### src/rtl/alu_op_sequencer.sv
// alu_op_sequencer: command front-end for the structural ALU.
// Accepts one op per valid/ready handshake, pulses one unit enable,
// waits for that unit's completion flag (or a timeout) and returns the
// captured result on a valid/ready result port.
//
// Ports:
//   CLK_SEQ, RST_SEQ          clock, synchronous active-low reset
//   CMD_VALID/READY/A/B/FUN   command handshake and operands
//   A_OUT, B_OUT, FUN_OUT     registered operands/function to the units
//   *_EN                      one-cycle unit enables (at most one high)
//   *_OUT, *_FLAG             unit results and completion flags
//   RES_VALID/READY/DATA/ERR  result handshake, data and timeout marker
//   ERR_CNT                   saturating count of timeout completions
module alu_op_sequencer #(
    parameter int A_width   = 16,
    parameter int B_width   = 16,
    parameter int OUT_width = 32,
    parameter int TIMEOUT   = 8
) (
    input  logic                 CLK_SEQ,
    input  logic                 RST_SEQ,
    input  logic                 CMD_VALID,
    output logic                 CMD_READY,
    input  logic [A_width-1:0]   CMD_A,
    input  logic [B_width-1:0]   CMD_B,
    input  logic [3:0]           CMD_FUN,
    output logic [A_width-1:0]   A_OUT,
    output logic [B_width-1:0]   B_OUT,
    output logic [1:0]           FUN_OUT,
    output logic                 ARITH_EN,
    output logic                 LOGIC_EN,
    output logic                 CMP_EN,
    output logic                 SHIFT_EN,
    input  logic [OUT_width-1:0] ARITH_OUT,
    input  logic [OUT_width-1:0] LOGIC_OUT,
    input  logic [OUT_width-1:0] CMP_OUT,
    input  logic [OUT_width-1:0] SHIFT_OUT,
    input  logic                 ARITH_FLAG,
    input  logic                 LOGIC_FLAG,
    input  logic                 CMP_FLAG,
    input  logic                 SHIFT_FLAG,
    output logic                 RES_VALID,
    input  logic                 RES_READY,
    output logic [OUT_width-1:0] RES_DATA,
    output logic                 RES_ERR,
    output logic [7:0]           ERR_CNT
);

    localparam int CNT_W = (TIMEOUT > 1) ? $clog2(TIMEOUT) : 1;
    localparam logic [CNT_W-1:0] CNT_LAST = CNT_W'(TIMEOUT - 1);

    typedef enum logic [1:0] {
        S_IDLE,
        S_ISSUE,
        S_WAIT,
        S_DONE
    } state_t;

    state_t               state_q, state_d;
    logic [A_width-1:0]   a_q, a_d;
    logic [B_width-1:0]   b_q, b_d;
    logic [1:0]           fun_q, fun_d;
    logic [1:0]           sel_q, sel_d;
    // en bit order: 0 arith, 1 logic, 2 cmp, 3 shift
    logic [3:0]           en_q, en_d;
    logic [CNT_W-1:0]     cnt_q, cnt_d;
    logic                 valid_q, valid_d;
    logic [OUT_width-1:0] data_q, data_d;
    logic                 err_q, err_d;
    logic [7:0]           err_cnt_q, err_cnt_d;

    logic                 sel_flag;
    logic [OUT_width-1:0] sel_out;

    // Only the latched unit is observed; other units' flags are ignored.
    always_comb begin
        sel_flag = 1'b0;
        sel_out  = '0;
        unique case (sel_q)
            2'b00: begin sel_flag = ARITH_FLAG; sel_out = ARITH_OUT; end
            2'b01: begin sel_flag = LOGIC_FLAG; sel_out = LOGIC_OUT; end
            2'b10: begin sel_flag = CMP_FLAG;   sel_out = CMP_OUT;   end
            2'b11: begin sel_flag = SHIFT_FLAG; sel_out = SHIFT_OUT; end
            default: ;
        endcase
    end

    always_comb begin
        state_d   = state_q;
        a_d       = a_q;
        b_d       = b_q;
        fun_d     = fun_q;
        sel_d     = sel_q;
        en_d      = 4'b0000;
        cnt_d     = cnt_q;
        valid_d   = valid_q;
        data_d    = data_q;
        err_d     = err_q;
        err_cnt_d = err_cnt_q;
        unique case (state_q)
            S_IDLE: begin
                if (CMD_VALID) begin
                    a_d     = CMD_A;
                    b_d     = CMD_B;
                    fun_d   = CMD_FUN[1:0];
                    sel_d   = CMD_FUN[3:2];
                    // Enable is registered so it is high during ISSUE.
                    en_d    = 4'b0001 << CMD_FUN[3:2];
                    state_d = S_ISSUE;
                end
            end
            S_ISSUE: begin
                cnt_d   = '0;
                state_d = S_WAIT;
            end
            S_WAIT: begin
                // Completion flag takes priority over a same-cycle timeout.
                if (sel_flag) begin
                    data_d  = sel_out;
                    err_d   = 1'b0;
                    valid_d = 1'b1;
                    state_d = S_DONE;
                end else if (cnt_q == CNT_LAST) begin
                    data_d  = '0;
                    err_d   = 1'b1;
                    valid_d = 1'b1;
                    if (err_cnt_q != 8'hFF) begin
                        err_cnt_d = err_cnt_q + 8'd1;
                    end
                    state_d = S_DONE;
                end else begin
                    cnt_d = cnt_q + 1'b1;
                end
            end
            S_DONE: begin
                if (RES_READY) begin
                    valid_d = 1'b0;
                    state_d = S_IDLE;
                end
            end
            default: state_d = S_IDLE;
        endcase
    end

    always_ff @(posedge CLK_SEQ) begin
        if (!RST_SEQ) begin
            state_q   <= S_IDLE;
            a_q       <= '0;
            b_q       <= '0;
            fun_q     <= '0;
            sel_q     <= '0;
            en_q      <= '0;
            cnt_q     <= '0;
            valid_q   <= 1'b0;
            data_q    <= '0;
            err_q     <= 1'b0;
            err_cnt_q <= '0;
        end else begin
            state_q   <= state_d;
            a_q       <= a_d;
            b_q       <= b_d;
            fun_q     <= fun_d;
            sel_q     <= sel_d;
            en_q      <= en_d;
            cnt_q     <= cnt_d;
            valid_q   <= valid_d;
            data_q    <= data_d;
            err_q     <= err_d;
            err_cnt_q <= err_cnt_d;
        end
    end

    assign CMD_READY = (state_q == S_IDLE) & RST_SEQ;
    assign A_OUT     = a_q;
    assign B_OUT     = b_q;
    assign FUN_OUT   = fun_q;
    assign ARITH_EN  = en_q[0];
    assign LOGIC_EN  = en_q[1];
    assign CMP_EN    = en_q[2];
    assign SHIFT_EN  = en_q[3];
    assign RES_VALID = valid_q;
    assign RES_DATA  = data_q;
    assign RES_ERR   = err_q;
    assign ERR_CNT   = err_cnt_q;

endmodule

### config.mk
export PLATFORM = sky130hd
export DESIGN_NAME = alu_op_sequencer
export DESIGN_NICKNAME = d
export VERILOG_FILES = /design/src/rtl/alu_op_sequencer.sv
export SDC_FILE = /design/constraint.sdc
export NUM_CORES = 1
export LEC_CHECK = 0
export ABC_AREA = 1
export CAP_MARGIN = 5
export CORE_MARGIN = 4
export CORE_UTILIZATION = 25
export DETAILED_ROUTE_END_ITERATION = 16
export PLACE_DENSITY = 0.63
export SLEW_MARGIN = 20
export SYNTH_ARGS = -nofsm -noshare
export SYNTH_HDL_FRONTEND = slang
export SYNTH_SLANG_ARGS = --single-unit
### constraint.sdc
create_clock -name CLK_SEQ -period 4.1 [get_ports CLK_SEQ]
set_clock_uncertainty 0.1 [all_clocks]
set_input_delay 0.41 -clock CLK_SEQ [delete_from_list [all_inputs] [get_ports CLK_SEQ]]
set_output_delay 0.41 -clock CLK_SEQ [all_outputs]
set_load 0.02 [all_outputs]
# --- Word level (Yosys, flattened, before mapping) ---
# Cells that the tools add are included.
op_classes:
  n_bitwise: 2
  muxes: 17
  shift: 1
  n_eq_ne: 13
  add_sub_neg: 2
  n_reduce_logical: 12
op_table:
  columns: ["op", "n"]
  rows:
  - ["32-bit one-hot mux with 4 select lines", 1]
  - ["32-bit 2-to-1 mux", 2]
  - ["3-bit AND reduction", 4]
  - ["8-bit by 1-bit adder with 8-bit output (second input constant)", 1]
  - ["2-bit == test (second input constant)", 4]
  - ["2-bit 2-to-1 mux", 4]
  - ["2-bit inequality test (second input constant)", 4]
  - ["8-bit inequality test (second input constant)", 1]
  - ["2-bit one-hot mux with 4 select lines", 1]
  - ["3-bit 2-to-1 mux", 2]
  - ["3-bit one-hot mux with 2 select lines", 1]
  - ["2-bit nonzero test", 3]
  - ["2-bit by 1-bit == test with 1-bit output (second input constant)", 2]
  - ["2-bit logical NOT", 2]
  - ["1-bit 2-to-1 mux", 4]
  - ["1-bit one-hot mux with 4 select lines", 1]
  - ["2-bit AND reduction", 2]
  - ["4-bit AND reduction", 1]
  - ["1-bit by 2-bit left shift with 4-bit output (first input constant)", 1]
  - ["3-bit by 1-bit adder with 3-bit output (second input constant)", 1]
  - ["3-bit == test (second input constant)", 1]
  - ["3-bit inequality test (second input constant)", 1]
  - ["1-bit one-hot mux with 2 select lines", 1]
  - ["1-bit bitwise AND", 1]
  - ["1-bit inverter", 1]
totals:
  elab_cells: 58
  regBits: 87
  in_bits: 172
  output_inout_bits: 81

# --- Logic depth before layout (Yosys ltp) ---
logic_depth:
  depth_word: 4
  depth_mapped: 10
  depth_no_buf: 10

# --- Least setup slack after synthesis ---
# OpenSTA, ideal clock, no wires.
synth_path:
  kind: "register to register"
  start: "register err_cnt_q[0], in the netlist ERR_CNT[0]"
  end: "register err_cnt_q[6], in the netlist ERR_CNT[6]"
  required_ps: 3930
  n_path_buf: 0
  period_less_slack_ps: 1647
  arrival_time_ps: 1476
  setup_time_ps: 70
  path_stages_with_launch: 10
  slack_ps: 2453
  path_cell_list: "dfxtp_1 > ha_1 > nand2_1 > nor2_1 > nand2_1 > nor2_1 > nor2_2 > nand2_1 > nand2_1 > a21oi_1"
synth_between:
  elab_chain_len: 2
  elab_cells_between_ends: 3
  classes_between: "1 x add/sub; 1 x eq/ne; 1 x reduce/logical"
synth_lines:
  columns: ["item", "line", "rtl"]
  rows:
  - ["from (decl)", "70", "logic [7:0] err_cnt_q, err_cnt_d;"]
  - ["from (signal assigned)", "169", "err_cnt_q <= err_cnt_d;"]
  - ["branches (longest 2 deep; another with 8-bit by 1-bit adder with 8-bit output)", null, null]
# Parallel ways; which one is timed is not known.
# A chain may end at the register's enable or synchronous reset.

# --- Worst setup path in the final report ---
layout_path:
  start: "input port RST_SEQ"
  end: "output port CMD_READY"
layout_between:
  elab_chain_len: 1
layout_lines:
  columns: ["item", "line", "rtl"]
  rows:
  - ["from (decl)", "21", "input logic RST_SEQ,"]
  - ["1-bit bitwise AND", "173", "assign CMD_READY = (state_q == S_IDLE) & RST_SEQ;"]
  - ["to (decl)", "23", "output logic CMD_READY,"]
# Every way passes these cells.

==> metrics <==
ys flop type=dfxtp_1; Diodes inserted=0; Iter 0 DRT Violations=156; Crit. End Element=primary output; sequential power share=0.316; Worst-Skew Late Latency=330 ps; Distinct cells, synth=24; net switching power=1.28 mW; Cell Pwr Density=486 nW/um^2; fin crit period=2470 ps; Fin Setup TNS=0 ps; status=finished, final reports clean; Initial Util=0.258; Synth top area share=0.422; final setup vio count=0; share of cells above drive strength 1=0.0373; cell with the most instances after synthesis=nand2_1; Leakage=2.74 nW; routability cong.=0.810; critical path fanouts, max=41; worst path arrival time=1960 ps; CTS tree=built; I/O pin total=253; Seq cells post-synth=87; CTS sink count=87; nets@finish=1032; largest net degree at the start of global routing=45; first-pass GRT wire length=23.2 mm; # rows=46; dpl hpwl=11.3 mm; # DRC=0; die height=136 um; syn nets=795; Most common cell on crit path=clkdlybuf4s50_1; max cap viols=0; worst-margin pin slew=627 ps; Crit Path Category=input pin to primary output; PortBufs=252; Max Fclk=404 MHz; Worst Setup Slack, final=1630 ps; Critical Path Max Stage Delay=600 ps; detailed-route via count=4777; crit-path cells=clkdlybuf4s50_1, buf_4, nand2_1, inv_1, clkdlybuf4s50_1; Worst slew margin=0.582; drt total wl=15.3 mm; cells after synthesis=615; P&R area growth vs syn=73.6%; Post-Syn Area per Cell=6.70 um^2; dominant cell type by area after synthesis=dfxtp_1; Routed Antenna Nets=0; CTS Root Cell=clkbuf_16; Die ar.=18600 um^2; CP Data Required Time=3590 ps; largest cells by area after synthesis=dfxtp_1, nand2_1, nor2_1; Async SR Flop Fraction=0; register area share after synthesis=0.422; GRT Total Usage=0.158; cell area after synthesis=4120 um^2; reg2reg setup slack=1860 ps; CTS H-tree depth=3; VDD IR max=0.271 mV; core box area=16000 um^2; unrepaired setup endpoints after global routing=false; initial antenna violation count=0; worst slack, placed=1610 ps; 1st-pass router iterations=6; DIE WIDTH=136 um; vias in the first global route=4565; Post-CTS Setup Bufs=0; Clock power frac=0.254; HP Class=flop to flop; Max stage delay cell, worst path=clkdlybuf4s50_1; Post-CTS Resized=0; Internal=2.20 mW; routed length per instance=14.3 um; Commonest cells post-synth=nand2_1, dfxtp_1, nor2_1; Yosys Warn Count=0; vias per inst=4.45; DP Area=6840 um^2; Post-CTS Hold Buffers=0; CTS buffer count=9; Gate power share=0.430; Fin. Hold Viols=0; cell area after layout=7160 um^2; Max clock buf depth=2; final worst path period share=0.603; Post-synth EDFFs=0; Clock transition at path regs=60 ps; startpoint types=input pin; Net Sw Frac=0.367; GR Overflow Total=0; fin. max-slew vios=0
[layout make-up]
class / count / area, um^2
fill: 1698 / 8840
multi-input combinational: 465 / 2130
inverter: 27 / 101
timing repair buffer: 262 / 2600
clock buffer: 10 / 229
clock inverter: 6 / 92.6
sequential: 87 / 1740
tap: 216 / 270
[kinds of logic (layout without fill, tap and decap cells)]
group / Yosys count / count (layout) / share of synthesized area
adder cells (fa/ha/maj): 8 / 8 / 0.0243
buffers and inverters: 63 / 305 / 0.0631
AND/OR/NAND/NOR: 367 / 367 / 0.375
XOR/XNOR: 5 / 5 / 0.0106
AO/OA/AOI/OAI: 85 / 85 / 0.105
flip-flops: 87 / 87 / 0.422
[placed cells by master (no fill, tap or decap), types with 3 or more instances in the layout]
master,n
inv_1,23
clkbuf_16,9
a21oi_1,45
nand2_1,196
clkdlybuf4s50_1,252
nor2_2,4
nor2_1,81
ha_1,8
nand4_1,35
dfxtp_1,87
o21ai_0,36
xnor2_1,3
buf_4,10
nand3_1,48
[stage by stage]
stage | utilization | std cells | hold WS (ps) | total power, mW
floorplan | - | 615 | 344 | 1.96
global placement | 0.427 | 1057 | 357 | 2.63
detailed placement | 0.427 | 1057 | 361 | 2.64
CTS | 0.447 | 1073 | 371 | 3.54
global route | 0.447 | 1073 | 396 | 3.73
finish | 0.447 | 1073 | 367 | 3.48
[sequential cells by signal, summed over array words and instances (netlist names)]
register / count
A_OUT: 16
ERR_CNT: 8
sel_q: 2
FUN_OUT: 2
B_OUT: 16
RES_ERR: 1
state_q: 2
RES_VALID: 1
en_q: 4
cnt_q: 3
RES_DATA: 32
[power groups by stage]
| stage | clock network [mW] | logic (mW) | registers [mW] |
|---|---|---|---|
| after CTS | 0.916 | 1.52 | 1.10 |
| after global placement | 0 | 1.52 | 1.11 |
| after floorplan | 0 | 0.666 | 1.29 |
| after detailed placement | 0 | 1.52 | 1.12 |
| final | 0.884 | 1.49 | 1.10 |
| after global routing | 0.951 | 1.66 | 1.12 |
[per-layer routing]
| layer | GRT usage | wire [um] |
|---|---|---|
| met5 | 0 | 0 |
| met2 | 0.262 | 6980 |
| met3 | 0.0725 | 1760 |
| met1 | 0.179 | 6210 |
| met4 | 0.0560 | 366 |
[final timing paths]
kind	startpoint	end	cells past startpoint
worst max-delay path	RST_SEQ	CMD_READY	5
worst min-delay path	cnt_q[1]$_SDFFE_PN0P_	cnt_q[1]$_SDFFE_PN0P_	2
worst max register to register	sel_q[0]$_SDFFE_PN0P_	RES_DATA[6]$_SDFFE_PN0P_	8
worst min register to register	cnt_q[1]$_SDFFE_PN0P_	cnt_q[1]$_SDFFE_PN0P_	2
[worst max-delay path, delay by kind of cell]
| family | cells | cell delay [ps] |
|---|---|---|
| and+or+nand+nor | 1 | 80 |
| buffers and inverters | 4 | 1460 |
No activity file was read; power rests on OpenSTA's default activity.
